## config.mk

```make
export PLATFORM = sky130hd
export DESIGN_NAME = race_lap_referee
export DESIGN_NICKNAME = d
export VERILOG_FILES = /design/src/rtl/race_lap_referee.sv
export SDC_FILE = /design/constraint.sdc
export NUM_CORES = 1
export LEC_CHECK = 0
export BUFFER_PORTS_ARGS = -buffer_cell sky130_fd_sc_hd__buf_2
export CAP_MARGIN = 5
export CORE_MARGIN = 2
export CORE_UTILIZATION = 54
export CTS_CLUSTER_DIAMETER = 80
export DETAILED_ROUTE_END_ITERATION = 7
export PLACE_DENSITY = 0.84
export SYNTH_ARGS = -nofsm -noshare
export SYNTH_HDL_FRONTEND = slang
export SYNTH_SLANG_ARGS = --single-unit
```

## constraint.sdc

```tcl
create_clock -name i_clk -period 1.98 [get_ports i_clk]
set_clock_uncertainty 0.05 [all_clocks]
set_input_delay 0.099 -clock i_clk [delete_from_list [all_inputs] [get_ports i_clk]]
set_output_delay 0.099 -clock i_clk [all_outputs]
set_load 0.02 [all_outputs]
```

## src/rtl/race_lap_referee.sv

```systemverilog
// race_lap_referee
//   N-car race referee. It runs a start countdown, counts laps per car with
//   checkpoints taken in order, and detects finishers and the winner.
//   Checkpoint hits come from the map/collision logic. Lap and countdown
//   digits go to the status-bar renderer.
//
//   Optional feature (define the macro to enable it): RACE_FULL_RANKING_EN
//     - Adds the o_rank port, which gives the finish order of each car.
//     - The race keeps running until every car has finished.
//
//   Ports
//     i_clk, i_rst      clock; synchronous active-high reset
//     i_start           start/restart pulse (honoured in IDLE and FINISH)
//     i_frame_tick      one pulse per video frame (drives the countdown)
//     i_cp_valid/i_cp_id  per-car checkpoint hit and checkpoint index
//     o_state           0 IDLE, 1 COUNTDOWN, 2 RACE, 3 FINISH
//     o_race_en         high only in RACE
//     o_countdown       seconds left (BCD digit), 0 outside COUNTDOWN
//     o_lap/o_lap_pulse completed laps per car / one-cycle lap strobe
//     o_finished        sticky per-car finish flags
//     o_winner(_valid)  first car to finish (lowest index on a tie)
//     o_rank            finish order per car (ranking build only)

// Per-car lap tracker: in-order checkpoint sequencing and the lap count.
module race_car_lap #(
  parameter int NUM_CP  = 4,
  parameter int LAP_MAX = 3,
  parameter int CP_W    = 2,
  parameter int DIG_W   = 4
) (
  input  logic             i_clk,
  input  logic             i_rst,
  input  logic             i_clear,
  input  logic             i_active,
  input  logic             i_cp_valid,
  input  logic [CP_W-1:0]  i_cp_id,
  output logic [DIG_W-1:0] o_lap,
  output logic             o_lap_pulse,
  output logic             o_finished,
  output logic             o_fin_rise
);
  logic [CP_W-1:0] next_cp;
  logic            hit, lap_hit;

  // Only the expected checkpoint counts. Reverse driving, skipped
  // checkpoints and repeated checkpoints simply do not match.
  assign hit        = i_active && i_cp_valid && !o_finished && (i_cp_id == next_cp);
  assign lap_hit    = hit && (i_cp_id == '0);
  assign o_fin_rise = lap_hit && (o_lap == DIG_W'(LAP_MAX - 1));

  always_ff @(posedge i_clk) begin
    if (i_rst) begin
      next_cp     <= CP_W'(1);
      o_lap       <= '0;
      o_lap_pulse <= 1'b0;
      o_finished  <= 1'b0;
    end else begin
      o_lap_pulse <= 1'b0;
      if (i_clear) begin
        next_cp    <= CP_W'(1);
        o_lap      <= '0;
        o_finished <= 1'b0;
      end else if (hit) begin
        next_cp <= (next_cp == CP_W'(NUM_CP - 1)) ? '0 : next_cp + CP_W'(1);
        if (lap_hit) begin
          o_lap       <= o_lap + DIG_W'(1);
          o_lap_pulse <= 1'b1;
        end
        if (o_fin_rise) o_finished <= 1'b1;
      end
    end
  end
endmodule

module race_lap_referee #(
  parameter int NUM_CARS       = 2,
  parameter int NUM_CP         = 4,
  parameter int LAP_MAX        = 3,
  parameter int FRAMES_PER_SEC = 60,
  parameter int COUNTDOWN_SEC  = 3,
  localparam int CP_W  = $clog2(NUM_CP),
  localparam int ID_W  = (NUM_CARS > 1) ? $clog2(NUM_CARS) : 1,
  localparam int DIG_W = 4
) (
  input  logic                      i_clk,
  input  logic                      i_rst,
  input  logic                      i_start,
  input  logic                      i_frame_tick,
  input  logic [NUM_CARS-1:0]       i_cp_valid,
  input  logic [NUM_CARS*CP_W-1:0]  i_cp_id,
  output logic [1:0]                o_state,
  output logic                      o_race_en,
  output logic [DIG_W-1:0]          o_countdown,
  output logic [NUM_CARS*DIG_W-1:0] o_lap,
  output logic [NUM_CARS-1:0]       o_lap_pulse,
  output logic [NUM_CARS-1:0]       o_finished,
  output logic [ID_W-1:0]           o_winner,
  output logic                      o_winner_valid
`ifdef RACE_FULL_RANKING_EN
  ,
  output logic [NUM_CARS*ID_W-1:0]  o_rank
`endif
);
  localparam int FC_W = (FRAMES_PER_SEC > 1) ? $clog2(FRAMES_PER_SEC) : 1;

  typedef enum logic [1:0] {S_IDLE = 2'd0, S_COUNTDOWN = 2'd1, S_RACE = 2'd2, S_FINISH = 2'd3} state_t;

  state_t                              state, state_nxt;
  logic [FC_W-1:0]                     fcnt;
  logic                                race_clear, race_active, sec_wrap;
  logic [NUM_CARS-1:0][CP_W-1:0]       cp_id_arr;
  logic [NUM_CARS-1:0][DIG_W-1:0]      lap_arr;
  logic [NUM_CARS-1:0]                 finished, fin_rise;
  logic [ID_W-1:0]                     first_idx;

  assign cp_id_arr  = i_cp_id;
  assign o_lap      = lap_arr;
  assign o_finished = finished;
  assign o_state    = state;

  // State register
  always_ff @(posedge i_clk) begin
    if (i_rst) state <= S_IDLE;
    else       state <= state_nxt;
  end

  // Next state
  always_comb begin
    state_nxt = state;
    case (state)
      S_IDLE:      if (i_start) state_nxt = S_COUNTDOWN;
      S_COUNTDOWN: if (sec_wrap && o_countdown == DIG_W'(1)) state_nxt = S_RACE;
`ifdef RACE_FULL_RANKING_EN
      S_RACE:      if (&finished) state_nxt = S_FINISH;
`else
      // Leaves one cycle after the first finisher; the finished flag is registered.
      S_RACE:      if (|finished) state_nxt = S_FINISH;
`endif
      S_FINISH:    if (i_start) state_nxt = S_COUNTDOWN;
      default:     state_nxt = S_IDLE;
    endcase
  end

  // Control strobes decoded from the state
  always_comb begin
    race_clear  = ((state == S_IDLE) || (state == S_FINISH)) && i_start;
    race_active = (state == S_RACE);
    sec_wrap    = (state == S_COUNTDOWN) && i_frame_tick && (fcnt == FC_W'(FRAMES_PER_SEC - 1));
  end

  for (genvar k = 0; k < NUM_CARS; k++) begin : g_car
    race_car_lap #(.NUM_CP(NUM_CP), .LAP_MAX(LAP_MAX), .CP_W(CP_W), .DIG_W(DIG_W)) u_car (
      .i_clk       (i_clk),
      .i_rst       (i_rst),
      .i_clear     (race_clear),
      .i_active    (race_active),
      .i_cp_valid  (i_cp_valid[k]),
      .i_cp_id     (cp_id_arr[k]),
      .o_lap       (lap_arr[k]),
      .o_lap_pulse (o_lap_pulse[k]),
      .o_finished  (finished[k]),
      .o_fin_rise  (fin_rise[k])
    );
  end

  // Lowest-index finisher in this cycle (tie break)
  always_comb begin
    first_idx = '0;
    for (int k = NUM_CARS - 1; k >= 0; k--)
      if (fin_rise[k]) first_idx = ID_W'(k);
  end

  always_ff @(posedge i_clk) begin
    if (i_rst) begin
      fcnt           <= '0;
      o_countdown    <= '0;
      o_race_en      <= 1'b0;
      o_winner       <= '0;
      o_winner_valid <= 1'b0;
    end else begin
      o_race_en <= (state_nxt == S_RACE);
      if (race_clear) begin
        fcnt           <= '0;
        o_countdown    <= DIG_W'(COUNTDOWN_SEC);
        o_winner       <= '0;
        o_winner_valid <= 1'b0;
      end else begin
        if ((state == S_COUNTDOWN) && i_frame_tick) begin
          // Reaches 0 exactly on the final wrap, the same edge that enters RACE.
          if (sec_wrap) begin
            fcnt        <= '0;
            o_countdown <= o_countdown - DIG_W'(1);
          end else begin
            fcnt <= fcnt + FC_W'(1);
          end
        end
        if (race_active && !o_winner_valid && |fin_rise) begin
          o_winner       <= first_idx;
          o_winner_valid <= 1'b1;
        end
      end
    end
  end

`ifdef RACE_FULL_RANKING_EN
  logic [NUM_CARS-1:0][ID_W-1:0] rank_q, rank_nxt;

  // Cars already finished take the earlier ranks. Cars that finish together
  // take the following ranks, lower index first.
  always_comb begin
    int unsigned base;
    base     = 0;
    rank_nxt = rank_q;
    for (int k = 0; k < NUM_CARS; k++) base = base + 32'(finished[k]);
    for (int k = 0; k < NUM_CARS; k++) begin
      if (fin_rise[k]) begin
        rank_nxt[k] = ID_W'(base);
        base        = base + 1;
      end
    end
  end

  always_ff @(posedge i_clk) begin
    if (i_rst)           rank_q <= '0;
    else if (race_clear) rank_q <= '0;
    else                 rank_q <= rank_nxt;
  end

  assign o_rank = rank_q;
`endif
endmodule

```

==> run_results.csv, run 1 <==
group,metric,value,unit
power,ir_worst_vdd,0.000782,V
power,intPower,1.06,mW
grt,grt_overflow,0,
routing,drt-pass1-iter-count,6,
critical_path,start_kind,"flip-flop",
routing,drcViolationCount,1,
grt,grt_max_degree,24,
floorplanning,start_util,57.7,%
clocking,cts_tree,"built",
synthesis,ys_warn_count,0,
cells_and_area,fillCellCount,238,
grt,grt_util_all_layers,20.9,%
grt,grt_pass1_wl,5.54,mm
timing,post-route-min-period,1860,ps
cells_and_area,fin_util,68.2,%
routing,via_count,1394,
placed_design,hpwl,2.48,mm
clocking,numClockSinks,31,
critical_path,required,2190,ps
timing,worstMarginPinSlew,315,ps
power,p_switching,644,uW
power,leakagePower,0.787,nW
grt,grt_pass1_vias,1318,
floorplanning,core.rowCount,19,
synthesis,ys_ff_latch,31,
synthesis,synth_top_area_cell,"dfxtp_1",
critical_path,crit_fanout,5,
cells_and_area,multiInputGateArea,915,um2
critical_path,cp.arrival,2070,ps
cells_and_area,num_antenna_cells,0,
clocking,cts_root_buf,"clkbuf_4",
routing,antenna_left,0,
outcome,status,"finished with violations",
floorplanning,dieHeight,58.8,um
floorplanning,ioPinCount,31,
clocking,cts.htree.levels,2,
clocking,clock_path_buffers,2,
critical_path,cp-end-kind,"flip-flop",
cells_and_area,syn2layout_area_growth,18.1,%
min_path,min_path_cells,3,
power,power_frac_seq,42.9,%
outcome,violations,"design-rule violations",
power,comb_power_share,36.9,%
synthesis,yosysSeqAreaShare,38.3,%
critical_path,path_class,"reg2reg",
critical_path,reg2reg_depth,7,
synthesis,syn-num-nets,199,
clocking,cts_made_buffers,5,
timing,fmax,0.538,GHz
min_path,hold_path.class,"in2reg",
synthesis,syn_inst,176,
synthesis,synth_area_leaders,"dfxtp_1, ha_1, xnor2_1",
power,clkPwrFrac,20.2,%
clocking,clkLatencyLatePin,330,ps
power,swShare,37.9,%
floorplanning,fp.dieW,58.8,um
placed_design,gp_congestion,0.821,
clocking,path_clk_slew,90,ps
routing,wirelength,3.37,mm
timing,setup_viol,0,
timing,fin_tns_setup,0,ps
timing,slew_viol_final,0,
placed_design,portBuffers,30,
timing,maxSlewHeadroom,78.8,%
floorplanning,dieArea,3450,um2
synthesis,synth_top_area_share,38.3,%
timing,finalHoldViolations,0,
cells_and_area,register_area,621,um2
floorplanning,core-area,2810,um2
timing,rsz0062_at_grt,"no",
synthesis,synth_cell_type_count,42,
routing,drtIter0Drc,59,
synthesis,syn_area_per_cell,9.20,um2
routing,wl_per_cell,13.5,um
power,power_per_cell_area,890,nW/um2
clocking,cts_resized,0,
routing,vias_per_cell,5.60,
grt,antenna_found_initial,0,
cells_and_area,nets,240,
timing,finalCritPeriodShare,93.9,%
flow_run,drv_cap,0,
power,total_power,1.70,mW
synthesis,netlist_area,1620,um2
cells_and_area,drive_above_1_share,26.6,%
[cell usage in the layout (no fill, tap or decap), types with 2 or more instances in the layout]
cell type | synthesis | routed
clkbuf_1 | 2 | 2
buf_2 | 1 | 30
xnor2_1 | 10 | 10
o21a_1 | 2 | 2
dlygate4sd3_1 | 0 | 2
inv_1 | 8 | 8
buf_4 | 4 | 9
nor3b_1 | 3 | 3
nand2_1 | 10 | 10
a31o_2 | 2 | 2
nor4_4 | 2 | 2
nor2_1 | 22 | 22
a21oi_1 | 12 | 12
nand3b_1 | 2 | 2
dfxtp_1 | 31 | 31
o21ai_0 | 5 | 5
xor2_1 | 3 | 3
nand3_1 | 9 | 9
ha_1 | 13 | 13
clkbuf_4 | 0 | 5
a311oi_1 | 2 | 2
nand2b_1 | 2 | 2
nor3_1 | 10 | 10
[metal layers]
metal / routed length (um) / track usage, % / vias up
met3: 194 / 7.91 / 7
met1: 1460 / 23.6 / 655
li1: - / - / 696
met2: 1670 / 35.9 / 36
met5: 0 / 0 / -
met4: 48 / 7.47 / 0
[area by class of cell]
cell class	count	share of cell area [%]
Multi-Input combinational cell	129	47.8
Tap cell	31	2.03
Clock inverter	1	0.262
Inverter	8	1.57
Sequential cell	31	32.5
Timing Repair Buffer	42	13.5
Clock buffer	7	2.36
[power by group through the flow]
stage	Clock, mW	Sequential [mW]	Combinational, mW
floorplan	0	0.784	0.371
global placement	0	0.733	0.562
detailed placement	0	0.743	0.599
CTS	0.357	0.730	0.603
global route	0.397	0.738	0.694
finish	0.343	0.730	0.629
[registers in the layout, indices dropped and copies added (netlist names)]
register and flops:
fcnt 6, g_car.u_car.next_cp 4, g_car.u_car.o_finished 2, g_car.u_car.o_lap 8
g_car.u_car.o_lap_pulse 2, o_countdown 4, o_race_en 1, o_state 2
o_winner 1, o_winner_valid 1
[what timing repair did]
| action | 4_1_cts | 5_1_grt |
|---|---|---|
| hold buffers | 1 | 1 |
| setup endpoints to repair | 0 | 2 |
| buffers inserted | 0 | 7 |
| endpoints found under the hold margin | 3 | 1 |
[through the flow]
step	cell area [um2]	worst slack, ps	hold slack (ps)	cells
finish	1910	122	59.1	249
global route	1910	3.86	44.5	249
CTS	1850	97.1	11.2	241
detailed placement	1790	121	290	232
global placement	1790	240	285	232
floorplan	1620	130	118	176
[cell usage after synthesis, drive strengths merged]
| cell | instances |
|---|---|
| xor2 | 3 |
| nor2b | 1 |
| clkbuf | 2 |
| o32a | 1 |
| dfxtp | 31 |
| a311oi | 2 |
| a21oi | 13 |
| nand2b | 2 |
| mux2 | 1 |
| and2b | 1 |
| a211o | 1 |
| nor4b | 1 |
| nand3 | 9 |
| nand3b | 2 |
| a31o | 2 |
| ha | 13 |
| o21ai | 5 |
| inv | 8 |
| and3 | 1 |
| nor2 | 22 |
| a21o | 1 |
| a21bo | 1 |
| and3b | 1 |
| a211oi | 2 |
| nor3 | 10 |
| nor4 | 2 |
| nand2 | 10 |
| nor3b | 3 |
| xnor2 | 10 |
| and2 | 1 |
| buf | 6 |
| o21a | 2 |
| o31a | 1 |
| a21boi | 1 |
| a311o | 1 |
| or4 | 1 |
| a32o | 1 |
| mux2i | 1 |
[cell families (layout without fill, tap and decap cells)]
group,after synthesis,after routing,synth area share (%)
and+or+nand+nor,67,67,23.4
AOI/OAI and AO/OA,34,34,14.7
DFF,31,31,38.3
buffers and inverters,16,58,5.18
adders and majority gates,13,13,10.0
xor gates and xnor gates,13,13,7.03
muxes,2,2,1.31
[final timing paths]
path | to | slack [ps] | start
worst max-delay path | o_winner | 120 | o_state[0]
worst min-delay path | g_car[1].u_car.next_cp[1] | 60 | i_cp_id[3]
worst max register to register | o_winner | 120 | o_state[0]
worst min register to register | fcnt[1] | 440 | fcnt[1]
[critical path, stage by stage, from the launching register on]
cell and delay [ps]:
dfxtp_1 360, inv_1 110, ha_1 270, nand3b_1 220
buf_4 220, nor4_4 310, a21oi_2 90, a211oi_2 180
No activity file was read; power rests on OpenSTA's default activity.
==> inputs of run 2 (changes only) <==
Settings changed: SYNTH_HIERARCHICAL set to 1.
==> run 2 against run 1 <==
Net effect:
- sequential share of layout area increased by 0.17 points
- clock-buffer cell count shrank 1
- the flow still finishes with violations (design-rule violations)
- largest cell class unchanged
- critical path type unchanged
- power decreased by 5.6%
==> run_results.csv, run 2 <==
group,metric,value,unit
outcome,status,"finished with violations",
outcome,violations,"design-rule violations",
placed_design,dp_cells,246,
clocking,cts_made_buffers,5,
critical_path,r2r-end,"g_car[1].u_car/o_lap[3]",
cells_and_area,fillCellCount,226,
flow_run,drv_cap,0,
cells_and_area,num_antenna_cells,0,
cells_and_area,nets,244,
synthesis,synth_top_area_cell,"dfxtp_1",
synthesis,yosysMostFrequentCell,"dfxtp_1",
cells_and_area,drive_above_1_share,22.6,%
routing,drtIter0Drc,53,
floorplanning,start_util,57.7,%
timing,setup_viol,0,
routing,drcViolationCount,4,
timing,fin_tns_setup,0,ps
synthesis,synth_cell_type_count,36,
clocking,cts_setup_buffers,0,
power,ir_worst_vdd,0.000520,V
min_path,hold_path.class,"in2reg",
cells_and_area,final_cell_mix,"dfxtp_1, buf_2, a21oi_1",
placed_design,hpwl,2.74,mm
critical_path,cp_common_cell,"or4_1",
clocking,numClockSinks,31,
critical_path,ff2ff_setup_slack,140,ps
routing,vias_per_cell,5.96,
synthesis,netlist_area,1620,um2
clocking,path_clk_slew,90,ps
floorplanning,core-area,2810,um2
floorplanning,dieArea,3450,um2
clocking,hold_buffers,0,
critical_path,cp_slowest_cell,"or4_1",
routing,antenna_left,0,
timing,finalCritPeriodShare,92.9,%
synthesis,synth_area_leaders,"dfxtp_1, ha_1, a21oi_1",
timing,post-route-min-period,1840,ps
timing,maxSlewHeadroom,74.0,%
placed_design,gp_congestion,0.829,
critical_path,rr_startpoint,"g_car[1].u_car/next_cp[0]",
min_path,worstHoldStart,"i_rst",
synthesis,synth_edf_count,0,
cells_and_area,fin_util,67.8,%
cells_and_area,largestRegisters,"g_car.u_car/o_lap: 8 flops, fcnt: 6 flops",
grt,grt_pass1_wl,6.13,mm
routing,wl_per_cell,14.8,um
critical_path,path_depth,4,
cells_and_area,register_area,621,um2
synthesis,syn-num-nets,203,
critical_path,cp-end-kind,"flip-flop",
clocking,cts_resized,0,
clocking,clkLatencyLatePin,320,ps
clocking,cts_root_buf,"clkbuf_4",
power,total_power,1.61,mW
critical_path,startpoint,"g_car[1].u_car/next_cp[0]",
grt,antenna_found_initial,0,
grt,grt_overflow,0,
synthesis,synth_common_cells,"dfxtp_1, a21oi_1, inv_1",
cells_and_area,largest_register_ffs,8,
cells_and_area,final_cells,252,
synthesis,ys_warn_count,6,
critical_path,path_class,"reg2reg",
synthesis,synth_top_area_share,38.3,%
power,power_per_cell_area,844,nW/um2
timing,slew_viol_final,0,
power,leakagePower,0.791,nW
critical_path,cp_num_buf_inv,1,
routing,via_count,1502,
timing,fmax,0.543,GHz
timing,finalHoldViolations,0,
timing,worstMarginPinSlew,388,ps
cells_and_area,final_common_cell,"dfxtp_1",
cells_and_area,syn2layout_area_growth,17.5,%
floorplanning,core.rowCount,19,
routing,drt-pass1-iter-count,6,
synthesis,ys_ff_latch,31,
grt,grt_pass1_vias,1516,
floorplanning,dieHeight,58.8,um
critical_path,reg2reg_depth,4,
floorplanning,fp.dieW,58.8,um
critical_path,required,2200,ps
synthesis,syn_area_per_cell,8.95,um2
critical_path,crit_family,"simple AND/OR/NAND/NOR gates",
clocking,clock_path_buffers,2,
synthesis,syn_inst,181,
cells_and_area,multiInputGateArea,953,um2
clocking,cts.htree.levels,2,
cells_and_area,regMostFlops,"g_car.u_car/o_lap",
grt,grt_max_degree,14,
critical_path,slowest_delay,580,ps
synthesis,yosysSeqAreaShare,38.3,%
synthesis,async_reset_ff_share,0,%
synthesis,yosys_most_used_dff,"dfxtp_1",
routing,wirelength,3.74,mm
min_path,hold_end,"o_countdown[0]",
critical_path,path_cells,"or4_1, buf_4, or4_1, a21oi_1",
critical_path,crit_fanout,9,
critical_path,start_kind,"flip-flop",
clocking,cts_tree,"built",
min_path,min_path_cells,2,
critical_path,cp.arrival,2060,ps
grt,grt_util_all_layers,23.0,%
placed_design,portBuffers,30,
floorplanning,ioPinCount,31,
[run 2: cell types whose count changed in the layout (fill, tap and decap cells not counted), moves of 5 or more]
cell | previous run | this run
a21oi_1 | 12 | 17
inv_1 | 8 | 14
nor2_1 | 22 | 5
nor3_1 | 10 | 4
o21ai_0 | 5 | 12
o31ai_1 | 0 | 6
or3_1 | 0 | 10
or4_1 | 0 | 6
xnor2_1 | 10 | 5
[run 2: layer usage]
metal  track usage, %  part of all wire [%]
met5                0                     0
met4             10.1                   1.5
met3             6.37                   4.1
met2             41.6                    51
met1             24.7                    43
[run 2: worst register-to-register path, delay by kind of cell, from the launching register on]
kind | cells | cell delay, ps
DFF | 1 | 350
and+or+nand+nor | 2 | 1040
AOI/OAI and AO/OA | 1 | 140
buffers and inverters | 1 | 190
[run 2: logic make-up (layout without fill, tap and decap cells)]
| family | Yosys count | after routing | share of synthesized area, % |
|---|---|---|---|
| buffers and inverters | 16 | 56 | 3.86 |
| AOI/OAI and AO/OA | 50 | 50 | 19.2 |
| muxes | 2 | 2 | 1.24 |
| and+or+nand+nor | 65 | 65 | 25.4 |
| xor gates and xnor gates | 5 | 5 | 2.70 |
| DFF | 31 | 31 | 38.3 |
| adders and majority gates | 12 | 12 | 9.27 |
[run 2: worst max-delay path by stage]
stage,to
2_1_floorplan,g_car[0].u_car/o_lap[2]
3_3_place_gp,g_car[1].u_car/o_lap[2]
3_5_place_dp,o_winner
4_1_cts,o_winner
5_1_grt,o_winner
6_report,g_car[1].u_car/o_lap[3]
[run 2: power breakdown]
| group | total [mW] | switching, mW | internal (mW) |
|---|---|---|---|
| clock network | 0.324 | 0.197 | 0.126 |
| registers | 0.703 | 0.0362 | 0.666 |
| logic | 0.580 | 0.364 | 0.216 |
[run 2: layout make-up]
type                    count  share of cell area (%)
inverters                  14                    2.76
repair buffers             36                    10.3
multi-input cells         134                    50.1
flip-flops and latches     31                    32.6
clock buffers               6                    2.17
well taps                  31                    2.04
[run 2: metrics by stage]
| step | hold WS, ps | setup WS, ps | cell area (um2) |
|---|---|---|---|
| after floorplan | 118 | 123 | 1620 |
| after global placement | 372 | 203 | 1840 |
| after detailed placement | 381 | 92.4 | 1840 |
| after CTS | 27.6 | 85.1 | 1880 |
| after global routing | 39.5 | -21.1 | 1900 |
| final | 52.6 | 140 | 1900 |
